==> src/rtl/imsic_msi_sender.sv <==
// ============================================================================
// Module   : imsic_msi_sender
// Purpose  : Upstream MSI feeder for the per-hart IMSIC CSR gate. Accepts
//            seteipnum_le/be writes on a valid/ready channel, decodes each
//            address into {hart, interrupt file}, buffers legal writes in a
//            FIFO and replays them as timed level pulses on o_msi_info_vld.
//            The receiving gate synchronises and edge-detects those pulses.
// Ports    : clk, rstn (async, active low)
//            i_wr_vld / o_wr_rdy / i_wr_addr / i_wr_data : write channel
//            o_msi_info / o_msi_info_vld                 : {hart,file,id} + strobe
//            o_busy                                      : work pending
//            o_drop_cnt                                  : saturating drop count
// Revision : 1.0 - initial release
// ============================================================================
`default_nettype none

module imsic_msi_sender #(
    parameter int NR_INTP_FILES   = 7,
    parameter int NR_HARTS        = 4,
    parameter int NR_SRC          = 32,
    parameter int ADDR_W          = 32,
    parameter int FIFO_DEPTH      = 4,
    parameter int HOLD_CYCLES     = 4,
    parameter int GAP_CYCLES      = 4,
    parameter int NR_HARTS_WIDTH  = (NR_HARTS > 1) ? $clog2(NR_HARTS) : 1,
    parameter int INTP_FILE_WIDTH = $clog2(NR_INTP_FILES),
    parameter int NR_SRC_WIDTH    = $clog2(NR_SRC),
    parameter int MSI_INFO_WIDTH  = NR_HARTS_WIDTH + INTP_FILE_WIDTH + NR_SRC_WIDTH
) (
    input  logic                      clk,
    input  logic                      rstn,
    input  logic                      i_wr_vld,
    output logic                      o_wr_rdy,
    input  logic [ADDR_W-1:0]         i_wr_addr,
    input  logic [31:0]               i_wr_data,
    output logic [MSI_INFO_WIDTH-1:0] o_msi_info,
    output logic                      o_msi_info_vld,
    output logic                      o_busy,
    output logic [7:0]                o_drop_cnt
);

    localparam int IDX_W    = $clog2(FIFO_DEPTH);
    localparam int PTR_W    = IDX_W + 1;
    localparam int OCC_W    = PTR_W + 1;
    localparam int CNT_MAX  = (HOLD_CYCLES > GAP_CYCLES) ? HOLD_CYCLES : GAP_CYCLES;
    localparam int CNT_W    = $clog2(CNT_MAX + 1);
    localparam int HART_LSB = 12 + INTP_FILE_WIDTH;
    localparam int HI_LSB   = HART_LSB + NR_HARTS_WIDTH;

    typedef enum logic [1:0] {
        S_IDLE = 2'd0,
        S_SEND = 2'd1,
        S_GAP  = 2'd2
    } state_t;

    // ------------------------------------------------------------------
    // Address / data decode
    // ------------------------------------------------------------------
    logic [11:0]                 w_off;
    logic [INTP_FILE_WIDTH-1:0]  w_file;
    logic [NR_HARTS_WIDTH-1:0]   w_hart;
    logic [ADDR_W-1:0]           w_addr_hi;
    logic                        w_off_le;
    logic                        w_off_be;
    logic [31:0]                 w_id;
    logic                        w_legal;
    logic [MSI_INFO_WIDTH-1:0]   w_info;
    logic                        w_accept;

    assign w_off     = i_wr_addr[11:0];
    assign w_file    = i_wr_addr[12 +: INTP_FILE_WIDTH];
    assign w_hart    = i_wr_addr[HART_LSB +: NR_HARTS_WIDTH];
    assign w_addr_hi = i_wr_addr >> HI_LSB;
    assign w_off_le  = (w_off == 12'h000);
    assign w_off_be  = (w_off == 12'h004);
    assign w_id      = w_off_be ? {i_wr_data[7:0], i_wr_data[15:8], i_wr_data[23:16], i_wr_data[31:24]}
                                : i_wr_data;

    assign w_legal = (w_off_le | w_off_be)
                   && (32'(w_file) < 32'(NR_INTP_FILES))
                   && (32'(w_hart) < 32'(NR_HARTS))
                   && (w_id[31:NR_SRC_WIDTH] == '0)
                   && (w_id != 32'd0)
                   && (w_id < 32'(NR_SRC))
                   && (w_addr_hi == '0);

    assign w_info   = {w_hart, w_file, w_id[NR_SRC_WIDTH-1:0]};
    assign w_accept = i_wr_vld & o_wr_rdy;

    // ------------------------------------------------------------------
    // Registers
    // ------------------------------------------------------------------
    logic                        stg_vld_q;
    logic [MSI_INFO_WIDTH-1:0]   stg_info_q;
    logic [MSI_INFO_WIDTH-1:0]   mem_q [FIFO_DEPTH];
    logic [PTR_W-1:0]            wptr_q;
    logic [PTR_W-1:0]            rptr_q;
    logic                        rdy_q;
    logic [7:0]                  drop_q;
    state_t                      state_q;
    logic [CNT_W-1:0]            cnt_q;
    logic                        vld_q;
    logic [MSI_INFO_WIDTH-1:0]   info_q;

    logic [PTR_W-1:0]            w_count;
    logic [PTR_W-1:0]            w_count_d;
    logic [OCC_W-1:0]            w_occ_d;
    logic                        w_push;
    logic                        w_pop;
    logic                        w_stg_d;
    logic                        w_rdy_d;

    assign w_count   = wptr_q - rptr_q;
    assign w_push    = stg_vld_q;
    assign w_pop     = (state_q == S_IDLE) && (w_count != '0);
    assign w_stg_d   = w_accept & w_legal;
    assign w_count_d = w_count + PTR_W'(w_push) - PTR_W'(w_pop);

    // The decode stage holds one legal entry on its way into the FIFO, so
    // ready accounts for it too; the stage can therefore never push into a
    // full FIFO.
    assign w_occ_d = {1'b0, w_count_d} + OCC_W'(w_stg_d);
    assign w_rdy_d = (w_occ_d < OCC_W'(FIFO_DEPTH));

    // Decode stage, FIFO pointers, ready and drop counter
    always_ff @(posedge clk or negedge rstn) begin
        if (!rstn) begin
            stg_vld_q  <= 1'b0;
            stg_info_q <= '0;
            wptr_q     <= '0;
            rptr_q     <= '0;
            rdy_q      <= 1'b1;
            drop_q     <= 8'd0;
        end else begin
            stg_vld_q <= w_stg_d;
            if (w_stg_d) begin
                stg_info_q <= w_info;
            end
            if (w_push) begin
                wptr_q <= wptr_q + PTR_W'(1);
            end
            if (w_pop) begin
                rptr_q <= rptr_q + PTR_W'(1);
            end
            rdy_q <= w_rdy_d;
            if (w_accept && !w_legal && (drop_q != 8'hFF)) begin
                drop_q <= drop_q + 8'd1;
            end
        end
    end

    // FIFO storage needs no reset: only slots between the pointers are read
    always_ff @(posedge clk) begin
        if (w_push) begin
            mem_q[wptr_q[IDX_W-1:0]] <= stg_info_q;
        end
    end

    // Sender FSM: load on pop, hold vld for HOLD_CYCLES, then stay low
    // for GAP_CYCLES before returning to IDLE.
    always_ff @(posedge clk or negedge rstn) begin
        if (!rstn) begin
            state_q <= S_IDLE;
            cnt_q   <= '0;
            vld_q   <= 1'b0;
            info_q  <= '0;
        end else begin
            case (state_q)
                S_IDLE: begin
                    if (w_pop) begin
                        info_q  <= mem_q[rptr_q[IDX_W-1:0]];
                        vld_q   <= 1'b1;
                        cnt_q   <= '0;
                        state_q <= S_SEND;
                    end
                end
                S_SEND: begin
                    if (cnt_q == CNT_W'(HOLD_CYCLES - 1)) begin
                        vld_q   <= 1'b0;
                        cnt_q   <= '0;
                        state_q <= S_GAP;
                    end else begin
                        cnt_q <= cnt_q + CNT_W'(1);
                    end
                end
                S_GAP: begin
                    if (cnt_q == CNT_W'(GAP_CYCLES - 1)) begin
                        cnt_q   <= '0;
                        state_q <= S_IDLE;
                    end else begin
                        cnt_q <= cnt_q + CNT_W'(1);
                    end
                end
                default: begin
                    vld_q   <= 1'b0;
                    cnt_q   <= '0;
                    state_q <= S_IDLE;
                end
            endcase
        end
    end

    assign o_wr_rdy       = rdy_q;
    assign o_msi_info     = info_q;
    assign o_msi_info_vld = vld_q;
    assign o_drop_cnt     = drop_q;
    assign o_busy         = (w_count != '0) | (state_q != S_IDLE) | stg_vld_q;

endmodule

`default_nettype wire

==> config.mk <==
export PLATFORM = sky130hd
export DESIGN_NAME = imsic_msi_sender
export DESIGN_NICKNAME = d
export VERILOG_FILES = /design/src/rtl/imsic_msi_sender.sv
export SDC_FILE = /design/constraint.sdc
export NUM_CORES = 1
export LEC_CHECK = 0
export ABC_AREA = 1
export CAP_MARGIN = 20
export CORE_MARGIN = 2
export CORE_UTILIZATION = 51
export DETAILED_ROUTE_END_ITERATION = 8
export PLACE_DENSITY = 0.85
export RECOVER_POWER = 25
export SLEW_MARGIN = 10
export SYNTH_ARGS = -nofsm -noshare
export SYNTH_HDL_FRONTEND = slang
export SYNTH_SLANG_ARGS = --single-unit
==> constraint.sdc <==
create_clock -name clk -period 4.9 [get_ports clk]
set_clock_uncertainty 0.2 [all_clocks]
set_input_delay 0.49 -clock clk [delete_from_list [all_inputs] [get_ports clk]]
set_output_delay 0.49 -clock clk [all_outputs]
set_load 0.1 [all_outputs]
==> results.tsv <==
metric	value	unit
status	finished, violations left	
violations	max-capacitance violations, max-slew violations	
place_inst	594	
dp_hpwl	6450	um
h-tree-depth	3	
fin_tns_setup	0	ns
end_kind	output port	
instances_no_fill	610	
overflow	0	
ioPinCount	88	
grt_antenna_before_repair	0	
critPathTopFamily	buffers and inverters	
ys.flop_type	dfrtp_1	
die_w	92.5	um
synth.cell_area	4000	um2
async_flop_share	0.512	
cts_max_path_buffers	2	
synth_area_leaders	edfxtp_1, dfrtp_1, nor2_1, nand2_1, ha_1	
rsz0062_at_grt	false	
seq_power_share	0.502	
critical_path_buf_inv_count	2	
coreArea	7650	um2
vias	3131	
drv_cap	1	
grt_pass1_vias	3139	
setup-violations-final	0	
ant_nets	0	
post-route-drc-count	0	
drive_above_1_share	0.0945	
grt_max_degree	43	
p_sw_frac	0.290	
hold_violations	0	
avgSynthCellArea	9.58	um2
fin_nets	585	
finalMaxSlewViolations	43	
slew_headroom	-0.504	
track_usage	0.210	
crit_type	reg2out	
dr.first_iter.drc_count	88	
synth_warnings	0	
cts-root-buf	clkbuf_8	
syn_to_final_growth	28.2	%
cpMostUsedCell	xnor2_1	
via_per_inst	5.13	
ys_ff_latch	82	
timing.final.crit_share	0.892	
crit_chain	inv_1 > fa_1 > xnor2_1 > xnor2_1 > nand3_1 > or2_2 > clkdlybuf4s50_1	
power.leakage	2.33	nW
cts_hold_buf	0	
period_minus_slack	4.37	ns
whs	0.302	ns
design.die.area	8560	um2
postCtsSetupBuffers	0	
worstSetupStartpointType	flop	
switching_power	0.000435	W
clk_pin_slew	0.08	ns
worstPathMaxFanout	12	
worstPathArrival	3.68	ns
crit_required	4.21	ns
yosysSeqAreaShare	0.564	
comb_power_share	0.185	
grt_pass1_wl	13900	um
syn_inst	417	
synth.top_cell.area_share	0.301	
insertion_delay	0.34	ns
cts_resized	0	
port_buffers	87	
start_util	0.523	
crit_slowest_cell	clkdlybuf4s50_1	
routed_wl	8480	um
power.internal	0.00106	W
peakVddDrop	0.000218	V
dr.pass1.iters	4	
pwr-share-clk	0.312	
worst_pin_slew	2.26	ns
cts_tree	done	
gp_congestion	0.877	
antenna_cells	0	
row_count	32	
max_stage_delay	0.98	ns
yosys.area.top_type	edfxtp_1	
max_freq	229	MHz
synth.distinct_cells	34	
rrSetupSlack	0.93	ns
cts_buffers	9	
cts_num_sinks	82	
p_per_area	292	nW/um2
wl_per_cell	13.9	um
syn_nets	499	
synth_common_cells	nor2_1, nand2_1, dfrtp_1	
hold_path_class	reg2reg	
synth-edff-count	40	
die_h	92.5	um
yosysMostFrequentCell	nor2_1	
[stage by stage]
step	total power [W]	setup WS, ns	util	area (um2)
2_1_floorplan	0.000936	1.49	-	4000
3_3_place_gp	0.00104	1.06	0.645	4930
3_5_place_dp	0.00105	0.941	0.645	4930
4_1_cts	0.00151	0.552	0.670	5120
5_1_grt	0.00155	0.396	0.670	5120
6_report	0.00150	0.530	0.670	5120
[placed cells by master, fill, tap and decap left out, types with 14 or more instances in the layout]
master,netlist,layout
nand2_2,20,20
o21ai_0,24,24
nand2_1,57,57
nand4_1,14,14
nor2_1,88,88
dfrtp_1,41,41
inv_1,35,35
edfxtp_1,40,40
nand3_1,18,18
clkdlybuf4s50_1,0,86
[power by group through the flow]
stage	clock network (W)	logic, W	registers (W)
3_5_place_dp	0	0.000280	0.000767
6_report	0.000468	0.000278	0.000753
4_1_cts	0.000475	0.000280	0.000752
3_3_place_gp	0	0.000274	0.000766
2_1_floorplan	0	0.0000534	0.000883
5_1_grt	0.000496	0.000294	0.000755
[per-layer routing]
layer  share of wire  global-route usage  vias to the layer above
met1            0.41               0.244                     1441
met2            0.50               0.372                      132
met3           0.068              0.0366                       15
met4           0.022               0.104                        0
met5               0                   0                        -
li1                -                   -                     1543
[path summary, 6_finish.rpt]
| path | from | to | cells after the start |
|---|---|---|---|
| setup / recovery | rptr_q[1] | o_busy | 7 |
| hold / removal | wptr_q[2] | wptr_q[2] | 1 |
| setup reg to reg | rptr_q[1] | o_wr_rdy | 16 |
| hold reg to reg | wptr_q[2] | wptr_q[2] | 1 |
| max in group asynchronous | rstn | stg_info_q[2] | 1 |
| min in group asynchronous | rstn | cnt_q[2] | 1 |
[cell type report]
cell class                      instances  area [um2]
Fill cell                             585        2520
Sequential cell                        82        2250
Multi-Input combinational cell        284        1530
Timing Repair Buffer                   88         872
Inverter                               38         143
Tap cell                              102         128
Clock buffer                            9         124
Clock inverter                          7        70.1
[cells by family after synthesis]
group	count (synthesis)	share of synthesized area
xor gates and xnor gates	14	0.0307
DFF	82	0.564
adders and majority gates	15	0.0507
buffers and inverters	51	0.0526
AOI/OAI and AO/OA	45	0.0601
and+or+nand+nor	210	0.242
[flip-flops by register name (all words and copies together), names as in the netlist, 2 cells and up]
signal	flops
cnt_q	3
mem_q	40
o_drop_cnt	8
o_msi_info	10
rptr_q	3
state_q	2
stg_info_q	10
wptr_q	3
[worst reg2reg max path: cells and delay by family, from the launching register on]
kind / cells / cell delay (ns)
buf+inv: 5 / 0.65
flops: 1 / 0.59
xor+xnor: 4 / 0.77
simple gates: 3 / 0.36
fa+ha+maj: 4 / 1.36
Power figures use the tool's default switching activity.
==> RTL edit, RTL diff (same flow settings) <==
The 3 states of `state_t` get a one-hot encoding in 3 bits.
--- a/src/rtl/imsic_msi_sender.sv
+++ b/src/rtl/imsic_msi_sender.sv
@@ -49,6 +49,6 @@
 
-    typedef enum logic [1:0] {
-        S_IDLE = 2'd0,
-        S_SEND = 2'd1,
-        S_GAP  = 2'd2
+    typedef enum logic [2:0] {
+        S_IDLE = 3'b001,
+        S_SEND = 3'b010,
+        S_GAP  = 3'b100
     } state_t;
Check against the original RTL: no difference found for any inputs over 10 cycles, from zero or initial values and one cycle with rstn low; not proved beyond that.
==> RTL edit against the original RTL <==
- first-iteration DRC count increased by 41%
- synthesized area up 0.41%
- largest power group unchanged
- routed wire length increased by 0.51%
- cell area increased by 1.5%
- sequential cell count grew 1
- power up 6.5%
- setup slack gained 0.33 ns
==> RTL edit: results (changes against the original RTL) <==
- The switching part of the total power is 28.9% (-0.11 points).
- The met3 routed wirelength is 616 um (+7.1%).
- The net count after synthesis is 504 (+1.0%).
- The via count of the first global-routing pass was 3199 (+1.9%).
- The post-detailed-placement half-perimeter wirelength is 6.33 mm (-1.8%).
- The met3 demand-to-capacity share in global routing is 4.96% (+1.3 points).
- For this design, the slowest cell found on the critical path is dfrtp_1.
- The fraction of layout cells with a size suffix above 1 came to 9.27% (-0.18 points).
- The run finished with clean final reports.
- The first-pass GRT wire length is 14.7 mm (+5.7%).
- By area the synthesized netlist is led by edfxtp_1 30%, dfrtp_1 26%, nor2_1 7.9%.
- The largest stage delay on the critical path is 0.60 ns (-0.38 ns).
- The relative max-transition margin came to 12.9% (+63 points).
- The data arrival time at the worst-slack endpoint came to 4.14 ns (+0.46 ns).
- The sequential area share after synthesis is 56.8% (+0.43 points).
- The global routing usage on met1 was 28.3% (+3.9 points).
- The worst supply voltage drop on vdd was 0.288 mV (+32%).
- The length of routed met2 wiring came to 4.22 mm (-1.4%).
- The total power per unit cell area is 307 nW/um^2 (+5.0%).
- The biggest fanout along the worst timing path came to 24 (+12).
- The maximum number of pins on one net before global-route repair is 44 (+2.3%).
- The wire length on met1 came to 3.56 mm (+3.3%).
- The placed cell area was 4940 sq um (+0.28%).
- The reported clock group power came to 0.532 mW (+14%).
- The share of synthesized flip-flops with an asynchronous set or reset is 51.8% (+0.59 points).
- The latest clock arrival within the worst-skew pair came to 0.36 ns (+0.02 ns).
- By count the netlist is led by 84 x nor2_1, 75 x nand2_1, 41 x dfrtp_1, 40 x edfxtp_1, 37 x inv_1.
- The total leakage power is 2.36 nW (+1.6%).
- The number of vias in the routed layout is 3110 (-0.67%).
==> RTL edit: worst reg2reg max path, cell delays in order (launching register included) <==
cell and delay (ns):
dfrtp_1 0.60, inv_1 0.30, fa_1 0.47, xnor2_1 0.21, xor2_1 0.30, nand3b_1 0.17, nand2_2 0.14, inv_2 0.17
ha_1 0.34, inv_1 0.06, ha_1 0.14, inv_1 0.05, fa_1 0.43, nor2_1 0.15, nand4_1 0.12, nand2_1 0.09
inv_1 0.04
==> RTL edit: path summary, 6_finish.rpt <==
kind                             endpoint  depth (start not counted)  slack (ns)  startpoint
max in group asynchronous   o_msi_info[8]                          2        2.99        rstn
setup reg to reg                 o_wr_rdy                         16        0.86   rptr_q[1]
hold / removal                   cnt_q[1]                          2        0.29    cnt_q[1]
setup / recovery                 o_wr_rdy                         16        0.86   rptr_q[1]
hold reg to reg                  cnt_q[1]                          2        0.29    cnt_q[1]
min in group asynchronous  o_msi_info_vld                          2        0.74        rstn
==> RTL edit: per-stage QoR <==
stage | cells | hold slack (ns)
6_report | 620 | 0.287
5_1_grt | 620 | 0.317
4_1_cts | 618 | 0.110
3_5_place_dp | 602 | 0.270
3_3_place_gp | 602 | 0.264
2_1_floorplan | 425 | -0.00559
==> RTL edit: logic make-up after synthesis <==
family / Yosys count / share of synthesized area [%]
xor gates and xnor gates: 14 / 3.06
and+or+nand+nor: 224 / 25.2
AOI/OAI and AO/OA: 39 / 5.39
adders and majority gates: 12 / 4.12
DFF: 83 / 56.8
buffers and inverters: 53 / 5.43
==> RTL edit: layout make-up <==
type,instances,area (sq um)
multi-input cells,289,1520
clock inverters,6,90.1
well taps,102,128
fillers,592,2490
inverters,40,150
repair buffers,90,907
clock buffers,10,128
flip-flops and latches,83,2280
